==> config.mk <==
export PLATFORM = sky130hd
export DESIGN_NAME = async_fifo
export DESIGN_NICKNAME = d
export VERILOG_FILES = /design/src/rtl/async_fifo_pkg.sv /design/src/rtl/async_fifo_ptr_sync.sv /design/src/rtl/async_fifo.sv
export SDC_FILE = /design/constraint.sdc
export NUM_CORES = 1
export LEC_CHECK = 0
export ABC_CLOCK_PERIOD_IN_PS = 8160
export CAP_MARGIN = 20
export CORE_ASPECT_RATIO = 2
export CORE_MARGIN = 2
export CORE_UTILIZATION = 65
export CTS_CLUSTER_SIZE = 12
export DETAILED_ROUTE_END_ITERATION = 8
export PLACE_DENSITY_LB_ADDON = 0.08
export SETUP_SLACK_MARGIN = 0.15
export SYNTH_ARGS = -nofsm -noshare
export SYNTH_HDL_FRONTEND = slang
export SYNTH_SLANG_ARGS = --single-unit
==> constraint.sdc <==
create_clock -name clk_in -period 8.16 [get_ports clk_in]
set_input_delay 0.816 -clock clk_in [delete_from_list [all_inputs] [get_ports clk_in]]
set_output_delay 0.816 -clock clk_in [all_outputs]
set_load 0.01 [all_outputs]
==> src/rtl/async_fifo_pkg.sv <==
// async_fifo_pkg
//   Shared constants and helpers for the async_fifo block.
//   DATA_WIDTH  - default word width
//   ADDR_WIDTH  - log2 of the FIFO depth
//   DEPTH       - number of storage entries
//   SYNC_STAGES - flops per pointer synchronizer
//   PTR_WIDTH   - pointer width (address plus wrap bit)
//   bin2gray()  - binary to reflected-gray conversion of a pointer
package async_fifo_pkg;

  localparam int DATA_WIDTH  = 32;
  localparam int ADDR_WIDTH  = 4;
  localparam int DEPTH       = 1 << ADDR_WIDTH;
  localparam int SYNC_STAGES = 2;
  localparam int PTR_WIDTH   = ADDR_WIDTH + 1;

  // Adjacent gray codes differ in one bit, so a synchronizer that samples
  // the pointer mid-change sees either the old or the new value.
  function automatic logic [PTR_WIDTH-1:0] bin2gray(input logic [PTR_WIDTH-1:0] bin);
    return bin ^ (bin >> 1);
  endfunction

endpackage

==> src/rtl/async_fifo_ptr_sync.sv <==
// async_fifo_ptr_sync
//   Multi-flop synchronizer carrying a gray-coded pointer to the other side.
//   clk_in  - destination-side clock
//   rst     - synchronous active-high reset, clears every stage
//   ptr_src - gray pointer from the source side
//   ptr_dst - synchronized copy, STAGES cycles later
module async_fifo_ptr_sync #(
  parameter int WIDTH  = async_fifo_pkg::PTR_WIDTH,
  parameter int STAGES = async_fifo_pkg::SYNC_STAGES
) (
  input  logic             clk_in,
  input  logic             rst,
  input  logic [WIDTH-1:0] ptr_src,
  output logic [WIDTH-1:0] ptr_dst
);

  import async_fifo_pkg::*;

  logic [WIDTH-1:0] chain [STAGES];

  always_ff @(posedge clk_in) begin
    if (rst) begin
      for (int i = 0; i < STAGES; i++) begin
        chain[i] <= '0;
      end
    end else begin
      chain[0] <= ptr_src;
      for (int i = 1; i < STAGES; i++) begin
        chain[i] <= chain[i-1];
      end
    end
  end

  assign ptr_dst = chain[STAGES-1];

endmodule

==> src/rtl/async_fifo.sv <==
// async_fifo
//   16 x 32 FIFO with gray-coded pointers crossed through synchronizers.
//   Both sides run on clk_in today; the pointer-crossing structure is kept so
//   the write and read sides can be moved onto separate clocks later.
//   clk_in   - clock, all state updates on the rising edge
//   rst      - synchronous active-high reset
//   i_wdata  - write data
//   i_wr     - write request, accepted when not full
//   i_rd     - read request, accepted when not empty
//   o_wfull  - registered full flag (conservative)
//   o_rempty - registered empty flag (conservative)
//   o_rdata  - registered read data, valid the cycle after an accepted read
module async_fifo #(
  parameter int DATA_WIDTH  = async_fifo_pkg::DATA_WIDTH,
  parameter int ADDR_WIDTH  = async_fifo_pkg::ADDR_WIDTH,
  parameter int SYNC_STAGES = async_fifo_pkg::SYNC_STAGES
) (
  input  logic                  clk_in,
  input  logic                  rst,
  input  logic [DATA_WIDTH-1:0] i_wdata,
  input  logic                  i_wr,
  input  logic                  i_rd,
  output logic                  o_wfull,
  output logic                  o_rempty,
  output logic [DATA_WIDTH-1:0] o_rdata
);

  import async_fifo_pkg::*;

  localparam int PTR_W = ADDR_WIDTH + 1;
  localparam int MEM_DEPTH = 1 << ADDR_WIDTH;

  logic [DATA_WIDTH-1:0] mem [MEM_DEPTH];

  logic [PTR_W-1:0] wbin, wbin_next, wgray, wgray_next;
  logic [PTR_W-1:0] rbin, rbin_next, rgray, rgray_next;
  logic [PTR_W-1:0] rq_wgray, wq_rgray;
  logic             wr_accept, rd_accept;
  logic             wfull_next, rempty_next;

  always_comb begin
    wr_accept  = i_wr && !o_wfull;
    rd_accept  = i_rd && !o_rempty;
    wbin_next  = wbin + {{(PTR_W-1){1'b0}}, wr_accept};
    rbin_next  = rbin + {{(PTR_W-1){1'b0}}, rd_accept};
    wgray_next = bin2gray(wbin_next);
    rgray_next = bin2gray(rbin_next);
    // Full when the write pointer is a whole lap ahead of the read pointer.
    // In gray code that means the top two bits are inverted and the rest match.
    wfull_next  = (wgray_next == {~wq_rgray[PTR_W-1:PTR_W-2], wq_rgray[PTR_W-3:0]});
    rempty_next = (rgray_next == rq_wgray);
  end

  // Storage is deliberately left out of reset.
  always_ff @(posedge clk_in) begin
    if (!rst && wr_accept) begin
      mem[wbin[ADDR_WIDTH-1:0]] <= i_wdata;
    end
  end

  always_ff @(posedge clk_in) begin
    if (rst) begin
      wbin    <= '0;
      wgray   <= '0;
      o_wfull <= 1'b0;
    end else begin
      wbin    <= wbin_next;
      wgray   <= wgray_next;
      o_wfull <= wfull_next;
    end
  end

  always_ff @(posedge clk_in) begin
    if (rst) begin
      rbin     <= '0;
      rgray    <= '0;
      o_rempty <= 1'b1;
      o_rdata  <= '0;
    end else begin
      rbin     <= rbin_next;
      rgray    <= rgray_next;
      o_rempty <= rempty_next;
      if (rd_accept) begin
        o_rdata <= mem[rbin[ADDR_WIDTH-1:0]];
      end
    end
  end

  async_fifo_ptr_sync #(
    .WIDTH  (PTR_W),
    .STAGES (SYNC_STAGES)
  ) u_sync_wgray (
    .clk_in  (clk_in),
    .rst     (rst),
    .ptr_src (wgray),
    .ptr_dst (rq_wgray)
  );

  async_fifo_ptr_sync #(
    .WIDTH  (PTR_W),
    .STAGES (SYNC_STAGES)
  ) u_sync_rgray (
    .clk_in  (clk_in),
    .rst     (rst),
    .ptr_src (rgray),
    .ptr_dst (wq_rgray)
  );

endmodule

==> results of run 1 <==
-- logic make-up after synthesis --
group | synth area share
flops | 0.766
mux | 0.164
simple gates | 0.0202
compound gates | 0.0209
buf+inv | 0.0149
xor+xnor | 0.0106
fa+ha+maj | 0.00285
-- path summary, 6_finish.rpt --
kind                       startpoint                                  end  slack, ns  cells after the start
setup / recovery   rbin[0]$_SDFF_PP0_              o_rdata[3]$_SDFFE_PP0N_       4.94                      5
hold / removal    rgray[2]$_SDFF_PP0_  u_sync_rgray.chain[0][2]$_SDFF_PP0_       0.44                      1
hold reg to reg   rgray[2]$_SDFF_PP0_  u_sync_rgray.chain[0][2]$_SDFF_PP0_       0.44                      1
setup reg to reg   rbin[0]$_SDFF_PP0_              o_rdata[3]$_SDFFE_PP0N_       4.94                      5
-- flip-flops by register name (all words and copies together), names as in the netlist --
register	cells
mem	512
o_rdata	32
u_sync_rgray.chain	10
u_sync_wgray.chain	10
rbin	5
wbin	5
rgray	4
wgray	4
o_rempty	1
o_wfull	1
-- synth_stat cells (2+ instances only) --
cell / instances
a22oi_1: 27
a22oi_2: 5
and3b_1: 2
buf_12: 4
buf_2: 15
buf_4: 7
buf_6: 2
clkbuf_1: 25
dfxtp_1: 72
edfxtp_1: 512
ha_1: 5
mux2_2: 32
mux2i_1: 33
mux4_1: 8
mux4_2: 120
nand2_1: 10
nand2b_1: 6
nand3_1: 4
nor2_1: 27
nor2b_1: 28
nor3_1: 5
o21ai_1: 34
xnor2_1: 14
xor2_1: 10
-- worst max-delay path, cell delays in order, from the launching register on --
cell and delay (ns):
dfxtp_4 0.95, buf_4 0.87, mux4_2 0.61, mux2_2 0.28, a22oi_1 0.16, o21ai_1 0.12
-- routing by layer --
metal	GRT usage	routed length, um	share of wire
met1	0.321	15800	0.37
met2	0.451	23500	0.55
met3	0.0351	2230	0.052
met4	0.0811	1150	0.027
met5	0	0	0
-- metrics by stage --
step	util	power (mW)	setup WS, ns	cells
after floorplan	-	3.50	4.09	1016
after global placement	0.692	3.59	4.58	1483
after detailed placement	0.694	3.59	4.63	1487
after CTS	0.742	5.88	4.78	1589
after global routing	0.744	6.00	4.63	1592
final	0.744	5.84	4.94	1592
-- power by group --
part           internal (mW)  switching [mW]  total (mW)
Combinational          0.108           0.121       0.229
Clock                   1.31            1.00        2.31
Sequential              3.28          0.0213        3.30
-- area by class of cell --
| class | count | area [um^2] | share of cell area |
|---|---|---|---|
| clock buffers | 102 | 1610 | 0.0646 |
| well taps | 436 | 546 | 0.0219 |
| inverters | 1 | 3.75 | 0.000151 |
| flip-flops and latches | 584 | 16800 | 0.677 |
| multi-input cells | 378 | 4920 | 0.198 |
| repair buffers | 91 | 958 | 0.0386 |
==> flow_summary.ini, run 1 <==
[sta]
fin_crit_sh = 0.395
tns_ns = 0
clock_skew_ns = 0.0143
slew_headroom = 0.244
rsz0062_at_grt = no
fmax_ghz = 0.310
setup_violations = 0
hold_ws_ns = 0.437
tightest_slew_ns = 1.13
hold_viol_final = 0
slew_violations = 0
fin_crit_ns = 3.22

[cts]
clock_latency_ns = 0.58
postCtsHoldBufs = 0
numCtsBuffers = 54
cts_max_path_buffers = 3
path_clk_slew_ns = 0.06
cts_max_level = 2
cts_tree = done
cts_resized = 0
cts_sinks = 584
root_buffer = clkbuf_16
post_cts_buffers = 0

[global_route]
grt_pass1_wl_mm = 64.8
antenna_found_initial = 0
globalRouteOverflowTotal = 0
grt_usage = 0.253
grt_max_degree = 61
grt_pass1_vias = 10700

[place]
place.gp.congestion = 0.749
hpwl_mm = 24.2
placed_area_um2 = 23200
port-buffer-count = 69

[worst_setup_path]
startpoint_type = flop
cp.required_ns = 8.57
cp_max_fo = 49
cp-end-kind = flop
cp_data_arrival_time_ns = 3.64
path_class = reg -> reg

[synth]
avgSynthCellArea_um2 = 21.6
synth_flop_cell = edfxtp_1
synth_nets = 1057
synth.cell_area_um2 = 21900
yosysTopAreaCell = edfxtp_1
synth_edf_count = 512
synth_top_area_share = 0.701
netlist_top_cells_area = edfxtp_1, mux4_2, dfxtp_1
ys_warn_count = 0
async_reset_ff_frac = 0
synth_cells = 1016
ys_seq_area_frac = 0.766
ys_ff_latch = 584
synth.distinct_cells = 33

[floorplan]
core_area_um2 = 33400
die_height_um = 264
rows = 95
dieArea_um2 = 35300
pin_count = 70
die_x_um = 134
start_util = 0.657

[routing]
drc = 0
vias = 9963
drt.antenna.violating_nets = 0
routed_via_density = 6.26
drt_iter0_drc = 827
wl_per_cell_um = 26.8
firstDrtPassIters = 5
totalWireLength_mm = 42.7

[run_status]
status = finished clean

[min_path]
worst_hold_path_type = reg -> reg

[pwr]
p_per_area_nw_per_um2 = 235
ir_worst_vdd_v = 0.000220
leakagePower_nw = 7.59

[finish]
antennaDiodeCount = 0
mostFrequentLayoutCell = edfxtp_1
nets = 1151
design_area_um2 = 24900
layout-drive-gt1-share = 0.224
layout_common_cells = edfxtp_1, mux4_2, clkdlybuf4s50_1, dfxtp_1, clkbuf_16
syn_to_final_growth_pct = 13.3
nFillCells = 1917

[flow_run]
maxCapViolations = 0
Power figures use the tool's default switching activity.
==> run 2, diff against run 1 <==
Settings changed: ABC_CLOCK_PERIOD_IN_PS 8160 to 3200, CORE_UTILIZATION 65 to 61.
Clock period 8.16 ns to 3.2 ns, I/O delays scaled along.
==> flow_summary.ini, run 2 (synthesized netlist as in run 1, its figures left out) <==
[run_status]
status = finished clean

[routing]
wl_per_cell_um = 26.9
drt.antenna.violating_nets = 0
drc = 0
firstDrtPassIters = 5
routed_via_density = 6.18
vias = 10000
drt_iter0_drc = 688
totalWireLength_mm = 43.7

[sta]
setup_slack_ns = 0.913
clock_skew_ns = 0.0180
fmax_ghz = 0.437
tns_ns = 0
fin_crit_ns = 2.29
tightest_slew_ns = 1.07
slew_headroom = 0.286
fin_crit_sh = 0.715
hold_ws_ns = 0.393
setup_violations = 0
hold_viol_final = 0
slew_violations = 0
rsz0062_at_grt = no

[cts]
clock_latency_ns = 0.58
root_buffer = clkbuf_16
post_cts_buffers = 0
path_clk_slew_ns = 0.06
cts_max_path_buffers = 3
cts_max_level = 2
numCtsBuffers = 54
postCtsHoldBufs = 0
cts_resized = 0
cts_sinks = 584
cts_tree = done

[floorplan]
dieArea_um2 = 37600
die_height_um = 272
die_x_um = 138
start_util = 0.617
core_area_um2 = 35600
rows = 98
pin_count = 70

[finish]
mostFrequentLayoutCell = edfxtp_1
utilization = 0.706
nets = 1167
nFillCells = 2203
largest_reg_flops = 512
syn_to_final_growth_pct = 14.4
layout_common_cells = edfxtp_1, mux4_2, clkdlybuf4s50_1, dfxtp_1, clkbuf_16
layout-drive-gt1-share = 0.235

[worst_setup_path]
reg2reg_depth = 5
startpoint_type = flop
path_class = reg -> reg
cp.required_ns = 3.68
r2r_start = wbin[2]$_SDFF_PP0_
cp_data_arrival_time_ns = 2.77
cp-end-kind = flop
cp_max_fo = 12
crit_end = o_wfull$_SDFF_PP0_
rrSetupSlack_ns = 0.91
startpoint = wbin[2]$_SDFF_PP0_
worstReg2RegEnd = o_wfull$_SDFF_PP0_

[global_route]
grt_pass1_vias = 10800
grt_max_degree = 42
grt_usage = 0.238
globalRouteOverflowTotal = 0
antenna_found_initial = 2
grt_pass1_wl_mm = 66.0

[place]
port-buffer-count = 69
hpwl_mm = 24.2
place.gp.congestion = 0.738
pre_cts_slack_ns = 0.502

[pwr]
ir_worst_vdd_v = 0.000502
p_per_area_nw_per_um2 = 588
leakagePower_nw = 7.66

[min_path]
worst_hold_path_type = in -> reg

[flow_run]
maxCapViolations = 0
-- run 2: changes by cell type in the layout (fill, tap and decap cells not counted), sizes merged --
| cell | previous run | this run |
|---|---|---|
| clkinv | 0 | 2 |
| diode | 0 | 2 |
| clkbuf | 102 | 97 |
| buf | 22 | 38 |
| inv | 1 | 3 |
-- run 2: stage by stage --
stage	cells	instance area, um^2	total power [mW]
finish	1623	25100	14.8
global route	1622	25100	15.2
CTS	1621	25100	14.9
detailed placement	1520	23600	9.18
global placement	1520	23600	9.17
floorplan	1016	22000	8.91
-- run 2: layout make-up --
type / count / area (um^2) / area share
Sequential cell: 584 / 16800 / 0.670
Inverter: 1 / 3.75 / 0.000149
Timing Repair Buffer: 107 / 1210 / 0.0483
Tap cell: 450 / 563 / 0.0224
Antenna cell: 2 / 5.00 / 0.000199
Multi-Input combinational cell: 378 / 4940 / 0.197
Clock inverter: 4 / 38.8 / 0.00154
Clock buffer: 97 / 1510 / 0.0602
-- run 2: metal layers --
metal,vias up,wire length (um),track usage
met5,-,0,0
met1,5320,15800,0.280
met2,232,25000,0.453
met3,90,1570,0.0301
li1,4386,-,-
met4,0,1310,0.0779
-- run 2: where the power goes --
group / internal [mW] / switching [mW]
registers: 8.35 / 0.0394
clock network: 3.18 / 2.57
logic: 0.293 / 0.319
-- run 2: worst min path at each step --
stage | slack, ns | cells past startpoint | startpoint | to
2_1_floorplan | 0.41 | 1 | rgray[0]$_SDFF_PP0_ | u_sync_rgray.chain[0][0]$_SDFF_PP0_
3_3_place_gp | 0.42 | 1 | rgray[3]$_SDFF_PP0_ | u_sync_rgray.chain[0][3]$_SDFF_PP0_
3_5_place_dp | 0.43 | 1 | u_sync_rgray.chain[0][3]$_SDFF_PP0_ | u_sync_rgray.chain[0][8]$_SDFF_PP0_
4_1_cts | 0.38 | 2 | rst | wbin[3]$_SDFF_PP0_
5_1_grt | 0.40 | 2 | rst | wbin[3]$_SDFF_PP0_
6_report | 0.39 | 2 | rst | wbin[3]$_SDFF_PP0_
-- run 2: critical path, stage by stage (launching register included) --
cell and delay, ns:
dfxtp_1 0.75, nand2b_1 0.50, o21ai_0 0.17, a311o_1 0.34
xnor3_1 0.19, nor4_1 0.24
